`config.mk`:
```
export PLATFORM = sky130hd
export DESIGN_NAME = des_key_schedule
export DESIGN_NICKNAME = d
export VERILOG_FILES = /design/src/rtl/des_pkg.sv /design/src/rtl/des_pc2.sv /design/src/rtl/des_key_schedule.sv
export SDC_FILE = /design/constraint.sdc
export NUM_CORES = 1
export LEC_CHECK = 0
export CORE_MARGIN = 10
export CORE_UTILIZATION = 45
export CTS_CLUSTER_DIAMETER = 120
export DETAILED_ROUTE_END_ITERATION = 16
export PLACE_DENSITY = 0.72
export REMOVE_ABC_BUFFERS = 1
export SETUP_SLACK_MARGIN = 0.15
export SLEW_MARGIN = 15
export SYNTH_ARGS = -nofsm -noshare
export SYNTH_HDL_FRONTEND = slang
export SYNTH_SLANG_ARGS = --single-unit
```
`constraint.sdc`:
```
create_clock -name clk -period 7.4 [get_ports clk]
set_input_delay 1.48 -clock clk [delete_from_list [all_inputs] [get_ports clk]]
set_output_delay 1.48 -clock clk [all_outputs]
set_load 0.005 [all_outputs]
```
`src/rtl/des_pkg.sv`:
```
// +----------------------------------------------------------------------+
// | des_pkg : shared DES permutation tables, shift schedule and helpers  |
// | Revision: 1.0                                                        |
// +----------------------------------------------------------------------+
`default_nettype none

package des_pkg;

  typedef enum logic [0:0] {
    IDLE  = 1'b0,
    ISSUE = 1'b1
  } ks_state_e;

  // Entries are DES bit numbers (1 = MSB of the source vector).
  localparam int unsigned PC1_TAB [56] = '{
    57, 49, 41, 33, 25, 17,  9,
     1, 58, 50, 42, 34, 26, 18,
    10,  2, 59, 51, 43, 35, 27,
    19, 11,  3, 60, 52, 44, 36,
    63, 55, 47, 39, 31, 23, 15,
     7, 62, 54, 46, 38, 30, 22,
    14,  6, 61, 53, 45, 37, 29,
    21, 13,  5, 28, 20, 12,  4
  };

  localparam int unsigned PC2_TAB [48] = '{
    14, 17, 11, 24,  1,  5,
     3, 28, 15,  6, 21, 10,
    23, 19, 12,  4, 26,  8,
    16,  7, 27, 20, 13,  2,
    41, 52, 31, 37, 47, 55,
    30, 40, 51, 45, 33, 48,
    44, 49, 39, 56, 34, 53,
    46, 42, 50, 36, 29, 32
  };

  localparam logic [1:0] SHIFT [16] = '{
    2'd1, 2'd1, 2'd2, 2'd2, 2'd2, 2'd2, 2'd2, 2'd2,
    2'd1, 2'd2, 2'd2, 2'd2, 2'd2, 2'd2, 2'd2, 2'd1
  };

  function automatic logic [55:0] pc1(input logic [63:0] key);
    logic [55:0] r;
    r = '0;
    for (int i = 0; i < 56; i++) begin
      r[55-i] = key[64-PC1_TAB[i]];
    end
    return r;
  endfunction

  function automatic logic [47:0] pc2(input logic [55:0] cd);
    logic [47:0] r;
    r = '0;
    for (int i = 0; i < 48; i++) begin
      r[47-i] = cd[56-PC2_TAB[i]];
    end
    return r;
  endfunction

  // Doubling the word lets a plain shift produce the wrap-around bits.
  function automatic logic [27:0] rotl28(input logic [27:0] x, input logic [1:0] n);
    logic [55:0] t;
    t = {x, x} << n;
    return t[55:28];
  endfunction

  function automatic logic [27:0] rotr28(input logic [27:0] x, input logic [1:0] n);
    logic [55:0] t;
    t = {x, x} >> n;
    return t[27:0];
  endfunction

endpackage

`default_nettype wire

```
`src/rtl/des_pc2.sv`:
```
// +----------------------------------------------------------------------+
// | des_pc2 : combinational PC-2 compression, 56-bit CD to 48-bit subkey |
// | Revision: 1.0                                                        |
// +----------------------------------------------------------------------+
`default_nettype none

module des_pc2
  import des_pkg::*;
(
  input  logic [55:0] cd_i,
  output logic [47:0] subkey_o
);

  assign subkey_o = pc2(cd_i);

endmodule

`default_nettype wire

```
`src/rtl/des_key_schedule.sv`:
```
// +----------------------------------------------------------------------+
// | des_key_schedule : sequential DES round-subkey generator, one subkey |
// | per valid/ready handshake, encrypt or decrypt order                  |
// | Revision: 1.0                                                        |
// +----------------------------------------------------------------------+
`default_nettype none

module des_key_schedule
  import des_pkg::*;
#(
  parameter int NROUNDS = 16
) (
  input  logic        clk,
  input  logic        rst,
  input  logic        start,
  input  logic        e,
  input  logic [63:0] key,
  output logic        idle,
  output logic        sk_valid,
  input  logic        sk_ready,
  output logic [47:0] subkey,
  output logic [3:0]  round,
  output logic        done
);

  localparam logic [3:0] LAST_ROUND = 4'(NROUNDS - 1);

  ks_state_e   state_q;
  logic        mode_q;
  logic [55:0] cd_q;
  logic [3:0]  round_q;
  logic        done_q;

  logic [55:0] pc1_key;
  logic [55:0] cd_load;
  logic [55:0] cd_next;
  logic [1:0]  enc_shift;
  logic [1:0]  dec_shift;

  always_comb begin
    pc1_key   = pc1(key);
    enc_shift = SHIFT[round_q + 4'd1];
    dec_shift = SHIFT[4'd15 - round_q];
    // Encrypt starts at C1D1; decrypt starts at C16D16, which equals C0D0.
    cd_load   = e ? {rotl28(pc1_key[55:28], SHIFT[0]), rotl28(pc1_key[27:0], SHIFT[0])}
                  : pc1_key;
    cd_next   = mode_q ? {rotl28(cd_q[55:28], enc_shift), rotl28(cd_q[27:0], enc_shift)}
                       : {rotr28(cd_q[55:28], dec_shift), rotr28(cd_q[27:0], dec_shift)};
  end

  always_ff @(posedge clk) begin
    if (rst) begin
      state_q <= IDLE;
      mode_q  <= 1'b0;
      cd_q    <= '0;
      round_q <= '0;
      done_q  <= 1'b0;
    end else begin
      done_q <= 1'b0;
      case (state_q)
        IDLE: begin
          if (start) begin
            mode_q  <= e;
            cd_q    <= cd_load;
            round_q <= '0;
            state_q <= ISSUE;
          end
        end
        ISSUE: begin
          if (sk_ready) begin
            if (round_q == LAST_ROUND) begin
              state_q <= IDLE;
              done_q  <= 1'b1;
            end else begin
              round_q <= round_q + 4'd1;
              cd_q    <= cd_next;
            end
          end
        end
        default: state_q <= IDLE;
      endcase
    end
  end

  des_pc2 u_pc2 (
    .cd_i     (cd_q),
    .subkey_o (subkey)
  );

  assign idle     = (state_q == IDLE);
  assign sk_valid = (state_q == ISSUE);
  assign round    = round_q;
  assign done     = done_q;

endmodule

`default_nettype wire

```
# Word-level counts from Yosys, hierarchy flattened
# Memory sizes are Yosys's and may differ from the RTL's.
# Cells that the tools add are included.
# word_totals
regBits,63
mem_bits_ro,64
inputBits,69
out_inout_bits,55
word_cells,45
memories,2
# memory_table
name,words,width,read_ports,rd_clocked_by_memory_dff,write_ports,line,rtl
(no name shown),16,2,1,0,0,des_key_schedule.sv:43,dec_shift = SHIFT[4'd15 - round_q];
(no name shown),16,2,1,0,0,des_key_schedule.sv:42,enc_shift = SHIFT[round_q + 4'd1];
# classes
addsub,2
magnitude_cmp,2
n_eq_ne,4
shift,4
mux,19
n_bitwise,4
n_reduce_logical,3
# op_table
op,n
56-bit 2-to-1 mux,5
56-bit one-hot mux with 2 select lines,1
56-bit by 2-bit << shifter with 56-bit output,2
56-bit by 2-bit >> shifter with 28-bit output,2
4-bit 2-to-1 mux,3
5-bit >= comparator (second input constant),2
4-bit inverter with 5-bit output,2
2-bit 2-to-1 mux,4
4-bit one-hot mux with 2 select lines,1
2-bit inequality test (second input constant),3
4-bit by 1-bit adder with 4-bit output (second input constant),1
4-bit equality test (second input constant),1
1-bit 2-to-1 mux,4
4-bit subtractor (first input constant),1
3-bit AND reduction,1
3-bit OR reduction,1
1-bit inverter,2
1-bit one-hot mux with 2 select lines,1
2-bit AND reduction,1

# Depth between registers and ports, before layout
# logic_depth
ltp_word,10
ltp_mapped,11
ltp_nobuf,8

# Modules after synthesis
# Synthesis repeated with hierarchy kept, for this count alone.
# hier_totals
hier_cells,751
hier_area_um2,5793.1
# by_module_without_submodules
mod,instances,cells_per_inst,area_each_um2,seq_area_each_um2
des_key_schedule,1,703,5432.7,1261.2
des_pc2,1,48,360.3,0.0

# Worst setup path before layout
# OpenSTA, ideal clock, no wires.
# synth_timing
kind,input-to-reg
startpoint,input port e
endpoint,register cd_q[46]
setup_time_ns,0.132
arrival_time_ns,2.614
t_required_ns,7.268
setup_slack_ns,4.654
stages,6
n_path_buf,2
cell_sequence,buf_2 buf_1 mux2i_1 o21ai_0 a31oi_1 nor3_1
# synth_between
elab_chain_cells,3
# synth_lines
element,line,rtl
"start, declared",des_key_schedule.sv:16,"input logic e,"
56-bit 2-to-1 mux,des_key_schedule.sv:45,"cd_load = e ? {rotl28(pc1_key[55:28], SHIFT[0]), rotl28(pc1_key[27:0], SHIFT[0])}"
56-bit 2-to-1 mux,des_key_schedule.sv:62,if (start) begin
56-bit one-hot mux with 2 select lines,des_key_schedule.sv:60,case (state_q)
"end signal, assigned",des_key_schedule.sv:64,cd_q <= cd_load;
"end signal, assigned",des_key_schedule.sv:76,cd_q <= cd_next;
"end, declared",des_key_schedule.sv:30,logic [55:0] cd_q;
# Every way passes these cells. The select of a mux whose other input is x is not followed.
# A chain may end at the register's enable or synchronous reset.

# Worst setup path after layout
# layout_timing
startpoint,input port sk_ready
endpoint,register cd_q[54]
# layout_between
elab_chain_cells,2
# layout_lines
element,line,rtl
"start, declared",des_key_schedule.sv:20,"input logic sk_ready,"
2-bit inequality test (no line),-,
3-bit AND reduction (no line),-,
# Every way passes these cells.

==> results.cfg <==
[run_status]
status = finished clean

[layout]
fin_cells = 948
drive_above_1_share_pct = 11.9
antenna_cells = 0
nNetsFinal = 844
synthToLayoutAreaGrowth_pct = 18.3

[placement]
portBuffers = 115
post-dp-hpwl_um = 11400
pre_cts_ws_ps = 3270
dp_cells = 932
place.gp.congestion = 0.812

[setup_path]
path_class = in -> reg
cp.required_ps = 7580
rrSetupSlack_ps = 4240
worstReg2RegStart = round[1]
arrival_ps = 4030
cp_max_fo = 57
critPathLaunchType = input pin
crit_path_end_kind = flop
crit_start = sk_ready

[timing]
hold_viol_final = 0
worst_slack_ps = 3550
rsz0062_at_grt = no
drv_slew = 0
finalSetupTns_ps = 0
setup_viol = 0
max_freq_mhz = 260
fin_crit_ps = 3850
finalClockSkew_ps = 8.80
worst_pin_slew_ps = 1100
fin_crit_sh_pct = 52.0
max_slew_margin_pct = 26.9

[synth]
synthArstFlopShare_pct = 0
synth_area_um2 = 5790
synth_edf_count = 0
ys.warnings.count = 0
synth_area_leader_cell = dfxtp_1
synth_most_common_cell = mux2i_1
synthTopCellsByCount = 96 x mux2i_1, 76 x nor2_1, 63 x dfxtp_1, 61 x a21oi_1
synthFlopType = dfxtp_1
syn_area_per_cell_um2 = 7.71
ys_seq_area_share_pct = 21.8
netlist_instances = 751
synth_cell_type_count = 39
ys_seq_elements = 63
synth.top_cell.area_share_pct = 21.8
synth_area_leaders = dfxtp_1 22%, mux2i_1 17%, mux2_2 9.7%

[clock_tree]
numClockSinks = 63
htreeDepth = 3
cts.clk_slew.worst_paths_ps = 60
root_buffer = clkbuf_16
ctsResizeCount = 0
holdBufCountCts = 0
tritoncts = yes
cts_setup_buffers = 0
cts_buffers = 9
clock_path_buffers = 2
insertion_delay_ps = 330

[power]
leakage_nw = 2.63
ir_drop_v = 0.000117
comb_power_share_pct = 31.7
power_switching_mw = 0.411
clockPowerShare_pct = 34.9
pwr-share-seq_pct = 33.4
swShare_pct = 33.2
p_int_mw = 0.829
power.density_nw_per_um2 = 181

[floorplanning]
die_h_um = 133
start_util_pct = 45.9
row_count = 41
core_um2 = 12600
ioPinCount = 124
die_area_um2 = 17800
die_x_um = 133

[drt]
drt-pass1-iter-count = 7
drt-total-wl_um = 17800
drt-initial-drc-count = 809
drc = 0
num_vias = 5842
ant_nets = 0
routedWlPerCell_um = 18.8
vias_per_cell = 6.16

[grt]
grt_pass1_vias = 5730
grt_first_pass_wirelength_um = 29100
grt-ovfl-total = 0
grt_usage_pct = 19.1
antenna_found_initial = 0
grt_max_degree = 65

[min_path]
hp-class = reg -> reg
min_from = sk_valid

[flow_run]
drv_cap = 0
## routing by layer
metal	routed length (µm)	share of wire (%)	track usage, %	vias to the layer above
met4	318	1.8	6.47	0
li1	-	-	-	2791
met3	1280	7.2	3.53	26
met2	8270	46	30.9	282
met5	0	0	0	-
met1	7950	45	24.8	2743
## power by group through the flow
stage	Clock [mW]	Sequential (mW)	Combinational, mW
after detailed placement	0	0.421	0.389
after floorplan	0	0.416	0.225
after CTS	0.433	0.414	0.391
after global routing	0.448	0.420	0.430
final	0.433	0.415	0.393
after global placement	0	0.418	0.383
## sequential cells by signal (all words and copies together), names as in the netlist
| signal | count |
|---|---|
| cd_q | 56 |
| sk_valid | 1 |
| done | 1 |
| round | 4 |
| mode_q | 1 |
## worst max-delay path, cell delays in order
cell             delay [ps]
clkdlybuf4s50_1         480
nand2_1                 130
nor2b_1                 430
or2_2                   940
o21ai_0                 280
a31oi_1                 220
nor3_1                   60
## cells by family after synthesis
kind of cell	count (synthesis)	share of synthesized area, %
mux	149	27.2
compound gates	208	22.5
flops	63	21.8
fa+ha+maj	4	0.864
simple gates	205	15.2
buf+inv	122	12.4
## worst paths after layout
path / cells after the start / end
max reg2reg: 9 / cd_q[48]
min: 2 / round[2]
min reg2reg: 2 / round[2]
max: 7 / cd_q[54]
## stage by stage
step	total power, mW	hold slack [ps]	util (%)	instance area [µm²]
after global routing	1.30	553	54.3	6850
after global placement	0.801	507	51.9	6560
final	1.24	530	54.3	6850
after detailed placement	0.810	521	51.9	6560
after floorplan	0.641	494	-	5090
after CTS	1.24	531	54.3	6850
## cells in the final DEF, fill, tap and decap left out, drive strengths merged, types with 5 or more instances in the layout
cell type / synthesis / routed
nor2: 76 / 76
mux2: 52 / 52
nand3: 24 / 24
a32oi: 15 / 15
buf: 79 / 13
a31oi: 34 / 34
o211ai: 7 / 7
a221oi: 5 / 5
o21ai: 24 / 24
a211oi: 20 / 20
mux2i: 97 / 97
nand2: 53 / 53
clkbuf: 38 / 10
nor3: 40 / 40
clkdlybuf4s50: 0 / 113
a21oi: 61 / 61
dfxtp: 63 / 63
o22ai: 39 / 39
## area by class of cell
class	instances	area, µm²
Clock inverter	6	60.1
Tap cell	172	215
Fill cell	1240	5770
Multi-Input combinational cell	566	3830
Inverter	5	18.8
Sequential cell	63	1260
Timing Repair Buffer	126	1220
Clock buffer	10	239
(Power assumes the default switching activity.)
